==> config.mk <==
export PLATFORM = sky130hd
export DESIGN_NAME = jt10_rom_arb_flat
export DESIGN_NICKNAME = d
export VERILOG_FILES = /design/src/rtl/jt10_rom_pkg.sv /design/src/rtl/jt10_rom_arb_if.sv /design/src/rtl/jt10_rom_arb_rr_pick.sv /design/src/rtl/jt10_rom_arb.sv /design/src/flat_wrapper.sv
export SDC_FILE = /design/constraint.sdc
export NUM_CORES = 1
export LEC_CHECK = 0
export CAP_MARGIN = 25
export CORE_MARGIN = 2
export CORE_UTILIZATION = 30
export CTS_CLUSTER_SIZE = 10
export DETAILED_ROUTE_END_ITERATION = 8
export GPL_ROUTABILITY_DRIVEN = 0
export PLACE_DENSITY = 0.54
export REMOVE_ABC_BUFFERS = 1
export SLEW_MARGIN = 20
export SYNTH_ARGS = -nofsm -noshare
export SYNTH_HDL_FRONTEND = slang
export SYNTH_SLANG_ARGS = --single-unit
==> constraint.sdc <==
create_clock -name clk -period 1.6 [get_ports clk]
set_input_delay 0.24 -clock clk [delete_from_list [all_inputs] [get_ports clk]]
set_output_delay 0.24 -clock clk [all_outputs]
set_load 0.03 [all_outputs]
==> src/rtl/jt10_rom_pkg.sv <==
// Shared definitions for the ADPCM ROM fetch arbiter: FSM encoding, channel
// limit and grant-index width helper.
package jt10_rom_pkg;

  typedef enum logic {
    ST_IDLE = 1'b0,
    ST_WAIT = 1'b1
  } arb_state_t;

  localparam int unsigned NCH_MAX = 8;

  function automatic int unsigned gnt_width(input int unsigned n);
    return (n <= 1) ? 1 : $clog2(n);
  endfunction

endpackage

==> src/rtl/jt10_rom_arb_if.sv <==
// Single memory read port shared by all ADPCM channels: level request,
// one-cycle acknowledge with data.
interface jt10_rom_arb_if #(
  parameter int unsigned AW = 24,
  parameter int unsigned DW = 8
);
  logic [AW-1:0] mem_addr;
  logic          mem_req;
  logic          mem_ack;
  logic [DW-1:0] mem_data;

  modport master (output mem_addr, output mem_req, input mem_ack, input mem_data);
  modport slave  (input mem_addr, input mem_req, output mem_ack, output mem_data);
endinterface

==> src/rtl/jt10_rom_arb_rr_pick.sv <==
// Round-robin picker: first requesting channel after the last grant,
// wrapping modulo NCH. Purely combinational.
module jt10_rr_pick
  import jt10_rom_pkg::*;
#(
  parameter  int unsigned NCH = 2,
  localparam int unsigned GW  = gnt_width(NCH)
) (
  input  logic [NCH-1:0] req,
  input  logic [GW-1:0]  last,
  output logic [GW-1:0]  gnt,
  output logic           any
);

  int unsigned idx;

  // Scan from the farthest offset down so the nearest requester is written last.
  always_comb begin
    gnt = '0;
    any = 1'b0;
    idx = 0;
    for (int unsigned k = 0; k < NCH; k++) begin
      idx = (32'(last) + (NCH - k)) % NCH;
      if (req[idx]) begin
        gnt = GW'(idx);
        any = 1'b1;
      end
    end
  end

endmodule

==> src/rtl/jt10_rom_arb.sv <==
// ADPCM ROM fetch arbiter: NCH chip-style read channels with one-entry tag
// caches merged onto one req/ack memory port.
module jt10_rom_arb
  import jt10_rom_pkg::*;
#(
  parameter int unsigned NCH = 2,
  parameter int unsigned AW  = 24,
  parameter int unsigned DW  = 8
) (
  input  logic                  clk,
  input  logic                  rst_n,
  input  logic [NCH*AW-1:0]     ch_addr,
  input  logic [NCH-1:0]        ch_roe_n,
  output logic [NCH*DW-1:0]     ch_data,
  output logic [NCH-1:0]        ch_ok,
  jt10_rom_arb_if.master        mem,
  output logic                  busy
);

  localparam int unsigned GW = gnt_width(NCH);

  arb_state_t       state, state_nx;
  logic [GW-1:0]    gnt, gnt_nx, last_gnt, last_nx, pick;
  logic             any;
  logic [AW-1:0]    addr_nx;
  logic             req_nx;
  logic [NCH-1:0]   pending;
  logic [NCH*AW-1:0] req_addr;
  logic             ack_ok;

  assign ack_ok = (state == ST_WAIT) && mem.mem_ack;

  for (genvar i = 0; i < NCH; i++) begin : g_ch
    logic          roe_q, pend_q, tag_ok_q, ok_q;
    logic [AW-1:0] req_q, tag_q, addr_i;
    logic [DW-1:0] dat_q;
    logic          trig, hit, ack_me;

    assign addr_i = ch_addr[i*AW +: AW];
    assign trig   = !ch_roe_n[i] && (roe_q || addr_i != req_q);
    assign hit    = tag_ok_q && addr_i == tag_q;
    assign ack_me = ack_ok && gnt == GW'(i);

    // A trigger is applied after the ack so it overrides pending/ok on collision.
    always_ff @(posedge clk) begin
      if (!rst_n) begin
        roe_q    <= 1'b1;
        pend_q   <= 1'b0;
        tag_ok_q <= 1'b0;
        ok_q     <= 1'b0;
        req_q    <= '0;
        tag_q    <= '0;
        dat_q    <= '0;
      end else begin
        roe_q <= ch_roe_n[i];
        if (ack_me) begin
          dat_q    <= mem.mem_data;
          tag_q    <= mem.mem_addr;
          tag_ok_q <= 1'b1;
          if (req_q == mem.mem_addr) begin
            pend_q <= 1'b0;
            ok_q   <= 1'b1;
          end
        end
        if (trig) begin
          req_q  <= addr_i;
          pend_q <= !hit;
          ok_q   <= hit;
        end
      end
    end

    assign pending[i]               = pend_q;
    assign req_addr[i*AW +: AW]     = req_q;
    assign ch_data[i*DW +: DW]      = dat_q;
    assign ch_ok[i]                 = ok_q;
  end

  jt10_rr_pick #(.NCH(NCH)) u_pick (
    .req  (pending),
    .last (last_gnt),
    .gnt  (pick),
    .any  (any)
  );

  always_ff @(posedge clk) begin
    if (!rst_n) begin
      state        <= ST_IDLE;
      gnt          <= '0;
      last_gnt     <= GW'(NCH - 1);
      mem.mem_addr <= '0;
      mem.mem_req  <= 1'b0;
    end else begin
      state        <= state_nx;
      gnt          <= gnt_nx;
      last_gnt     <= last_nx;
      mem.mem_addr <= addr_nx;
      mem.mem_req  <= req_nx;
    end
  end

  always_comb begin
    state_nx = state;
    gnt_nx   = gnt;
    last_nx  = last_gnt;
    addr_nx  = mem.mem_addr;
    req_nx   = mem.mem_req;
    case (state)
      ST_IDLE: begin
        if (any) begin
          addr_nx  = req_addr[32'(pick)*AW +: AW];
          req_nx   = 1'b1;
          gnt_nx   = pick;
          last_nx  = pick;
          state_nx = ST_WAIT;
        end
      end
      ST_WAIT: begin
        if (mem.mem_ack) begin
          req_nx   = 1'b0;
          state_nx = ST_IDLE;
        end
      end
      default: state_nx = ST_IDLE;
    endcase
  end

  assign busy = (|pending) || (state == ST_WAIT);

endmodule

==> src/flat_wrapper.sv <==
// flat-port wrapper written by rule: the top's interface ports become plain ports
module jt10_rom_arb_flat import jt10_rom_pkg::*;
#(
  parameter int unsigned NCH = 2,
  parameter int unsigned AW  = 24,
  parameter int unsigned DW  = 8
)
  (clk, rst_n, ch_addr, ch_roe_n, ch_data, ch_ok, busy, mem_mem_addr, mem_mem_req, mem_mem_ack, mem_mem_data);
  jt10_rom_arb_if #(.AW(AW), .DW(DW)) mem_i ();
  input  logic clk;
  input  logic rst_n;
  input  logic [NCH*AW-1:0] ch_addr;
  input  logic [NCH-1:0] ch_roe_n;
  output logic [NCH*DW-1:0] ch_data;
  output logic [NCH-1:0] ch_ok;
  output logic busy;
  output wire logic [$bits(mem_i.mem_addr)-1:0] mem_mem_addr;
  output wire logic [$bits(mem_i.mem_req)-1:0] mem_mem_req;
  input wire logic [$bits(mem_i.mem_ack)-1:0] mem_mem_ack;
  input wire logic [$bits(mem_i.mem_data)-1:0] mem_mem_data;
  assign mem_mem_addr = mem_i.mem_addr;
  assign mem_mem_req = mem_i.mem_req;
  assign mem_i.mem_ack = mem_mem_ack;
  assign mem_i.mem_data = mem_mem_data;
  jt10_rom_arb #(.NCH(NCH), .AW(AW), .DW(DW)) u_core (.clk(clk), .rst_n(rst_n), .ch_addr(ch_addr), .ch_roe_n(ch_roe_n), .ch_data(ch_data), .ch_ok(ch_ok), .mem(mem_i), .busy(busy));
endmodule
==> impl_metrics.csv <==
group,metric,value,unit
outcome,status,"finished, violations left",
outcome,violations,"negative setup slack",
global_routing,grt_pass1_wl,37950,µm
sta,maxSlewHeadroom,67.78,%
synthesis,synth_area_per_cell,8.755,µm²
sta,worstMarginPinSlew,483.2,ps
worst_setup_path,cpMaxStageDelayCell,"dfxtp_4",
clocking,clockRootBuffer,"clkbuf_16",
clocking,numCtsBuffers,17,
worst_setup_path,worstReg2RegEnd,"u_core.g_ch[0].pend_q",
worst_setup_path,rr_startpoint,"u_core.g_ch[0].req_q[21]",
routing,drt_pass1_iterations,5,
sta,post-route-min-period,1804,ps
routing,drt_wl_total,24830,µm
clocking,clkLatencyLatePin,430,ps
finish,layout-drive-gt1-share,28.21,%
sta,setup_ws,-204.0,ps
synthesis,syn-cell-area,7249,µm²
worst_setup_path,max_stage_delay,360,ps
hold_path,min_to,"u_core.g_ch[1].req_q[23]",
sta,fin_crit_sh,112.7,%
worst_setup_path,setup.worst_path.end_class,"flip-flop",
placed_design,placed_area,9562,µm²
synthesis,synth_top_area_share,40.87,%
sta,skew,13.52,ps
hold_path,holdCritPathClass,"primary input to flip-flop",
sta,rsz0062_at_grt,"yes",
sta,fin_tns_setup,-4734,ps
worst_setup_path,start_kind,"flip-flop",
pwr,ir_drop,0.0005892,V
finish,final_common_cell,"nand2_1",
global_routing,grt_pass1_vias,6555,
pwr,powerDensity,973.5,nW/µm²
synthesis,yosys.cell_types.count,34,
placed_design,port_buffers,104,
routing,ant_nets,0,
sta,slew_viol_final,0,
clocking,ctsHoldBuffers,0,
finish,num-nets-final,1101,
clocking,clk_path_buf_depth,2,
worst_setup_path,arrival,2120,ps
floorplan,ios,105,
floorplan,core_area,23610,µm²
synthesis,yosysSeqAreaShare,40.87,%
worst_setup_path,ff2ff_setup_slack,-200,ps
worst_setup_path,critPathKind,"flip-flop to flip-flop",
routing,dr_total_vias,6569,
synthesis,postSynthCellCount,828,
floorplan,die_h,159.5,µm
floorplan,dieWidth,159.5,µm
worst_setup_path,crit_chain,"xnor2_2, buf_4, nand4_1, nor3_1, buf_4, a31oi_4, buf_12, o41a_1, o21a_1",
synthesis,synthTopCellsByArea,"dfxtp_1 (41%), xnor2_1 (11%), nand2_1 (9.9%), xor2_1 (6.9%), a21boi_0 (6.7%)",
placed_design,dp_hpwl,17150,µm
clocking,cts.sinks,148,
floorplan,die_area,25420,µm²
finish,diodes,0,
pwr,p_leak,4.440,nW
global_routing,grt_max_degree,73,
synthesis,yosys.area.top_type,"dfxtp_1",
finish,final_cell_mix,"nand2_1 (191), dfxtp_1 (121), buf_4 (118), xnor2_1 (72), a21boi_0 (65)",
finish,areaGrowthSynthToFinish,49.81,%
worst_setup_path,ff2ff_path_depth,9,
routing,drt_iter0_markers,299,
hold_path,min_from,"ch_addr[47]",
worst_setup_path,crit_required,1920,ps
routing,post_drt_wl_per_cell,18.09,µm
clocking,clk_pin_slew,70,ps
sta,setup_viol,40,
global_routing,overflow,0,
clocking,cts_tree,"done",
floorplan,rows,56,
synthesis,synth_warnings,0,
synthesis,ys_ff_latch,148,
job,cap_violations,0,
routing,post-route-drc-count,0,
clocking,htree_levels,4,
finish,final_area,10860,µm²
sta,max_freq,554.3,MHz
floorplan,start_util,30.70,%
worst_setup_path,cp_max_fo,8,
worst_setup_path,crit_top_cell,"buf_4",
hold_path,hold_depth,3,
global_routing,grtUsageTotal,19.42,%
routing,viasPerCell,4.788,
sta,final-hold-violation-count,0,
global_routing,grt_antenna_before_repair,0,
## cells by family after synthesis
kind of cell              after synthesis  share of synthesized area, %
buffers and inverters                  55                         3.176
DFF                                   148                         40.87
AOI/OAI and AO/OA                     140                         14.31
muxes                                  34                         4.695
and+or+nand+nor                       307                         19.55
xor gates and xnor gates              144                         17.40
## report_power, final
group          leakage, nW  total (W)  internal [W]  switching [W]
clock                0.299    0.00427       0.00260        0.00166
combinational         2.92    0.00223       0.00105        0.00117
sequential            1.22    0.00408       0.00388       0.000202
## how the worst max path moves through the flow
stage	slack [ps]	from	endpoint	depth (start not counted)
floorplan	-710	u_core.g_ch[0].pend_q	u_core.mem.mem_addr[0]	4
global placement	-730	ch_addr[23]	u_core.g_ch[0].pend_q	7
detailed placement	-710	ch_addr[21]	u_core.g_ch[0].pend_q	7
CTS	-130	u_core.g_ch[0].req_q[21]	u_core.g_ch[0].pend_q	8
global route	-280	u_core.state	u_core.g_ch[0].pend_q	8
finish	-200	u_core.g_ch[0].req_q[21]	u_core.g_ch[0].pend_q	9
## layer usage
metal	track usage, %	routed length (µm)	vias up
met2	31.03	11270	170
met1	25.57	11610	3115
met3	4.116	1127	42
met5	0	0	-
met4	7.769	820	0
li1	-	-	3242
## repair_timing
action                     4_1_cts  5_1_grt
cloned                           5        2
buffers inserted                 4        4
gates resized for setup        202       46
pin swaps                       35       21
setup endpoints to repair       86       53
## metrics by stage
| stage | cells | total power, W | hold WS, ps | worst slack [ps] | util (%) |
|---|---|---|---|---|---|
| after detailed placement | 1326 | 0.006183 | 457.2 | -708.2 | 40.49 |
| after CTS | 1367 | 0.01057 | 161.4 | -126.0 | 45.13 |
| after floorplan | 775 | 0.005031 | 313.0 | -710.7 | - |
| after global routing | 1372 | 0.01100 | 175.8 | -279.1 | 45.99 |
| final | 1372 | 0.01057 | 163.2 | -204.0 | 45.99 |
| after global placement | 1326 | 0.006181 | 448.8 | -731.7 | 40.49 |
## critical path: cells and delay by family (launching register included)
kind	cells	cell delay [ps]
flops	1	360
compound gates	3	430
buf+inv	3	480
xor+xnor	1	140
simple gates	2	270
## Yosys cell counts, drive strengths merged
cell,instances
inv,2
o311ai,1
buf,13
nor3b,2
nor4,14
nand4,19
nor2,5
a21boi,65
a21oi,1
and3,2
clkbuf,40
nand2b,3
a41oi,1
xnor2,87
nor3,11
o21a,4
o41a,2
or3,1
nand3,48
a31oi,1
o211a,25
xor2,57
nand3b,1
mux2i,34
nor2b,10
o21ai,40
nand2,191
dfxtp,148
## flip-flops by register name, indices dropped and copies added, names as in the netlist
signal / count
u_core.g_ch.dat_q: 16
u_core.g_ch.ok_q: 2
u_core.g_ch.pend_q: 2
u_core.g_ch.req_q: 48
u_core.g_ch.roe_q: 2
u_core.g_ch.tag_ok_q: 2
u_core.g_ch.tag_q: 48
u_core.gnt: 1
u_core.last_gnt: 1
u_core.mem.mem_addr: 24
u_core.mem.mem_req: 1
u_core.state: 1
## cell type report
class / instances / area, µm²
Inverter: 2 / 7.507
Multi-Input combinational cell: 626 / 4532
Fill cell: 2332 / 12750
Sequential cell: 148 / 3009
Timing Repair Buffer: 245 / 2297
Clock buffer: 18 / 429.2
Tap cell: 319 / 399.1
Clock inverter: 14 / 186.4
No activity file was read; power rests on OpenSTA's default activity.
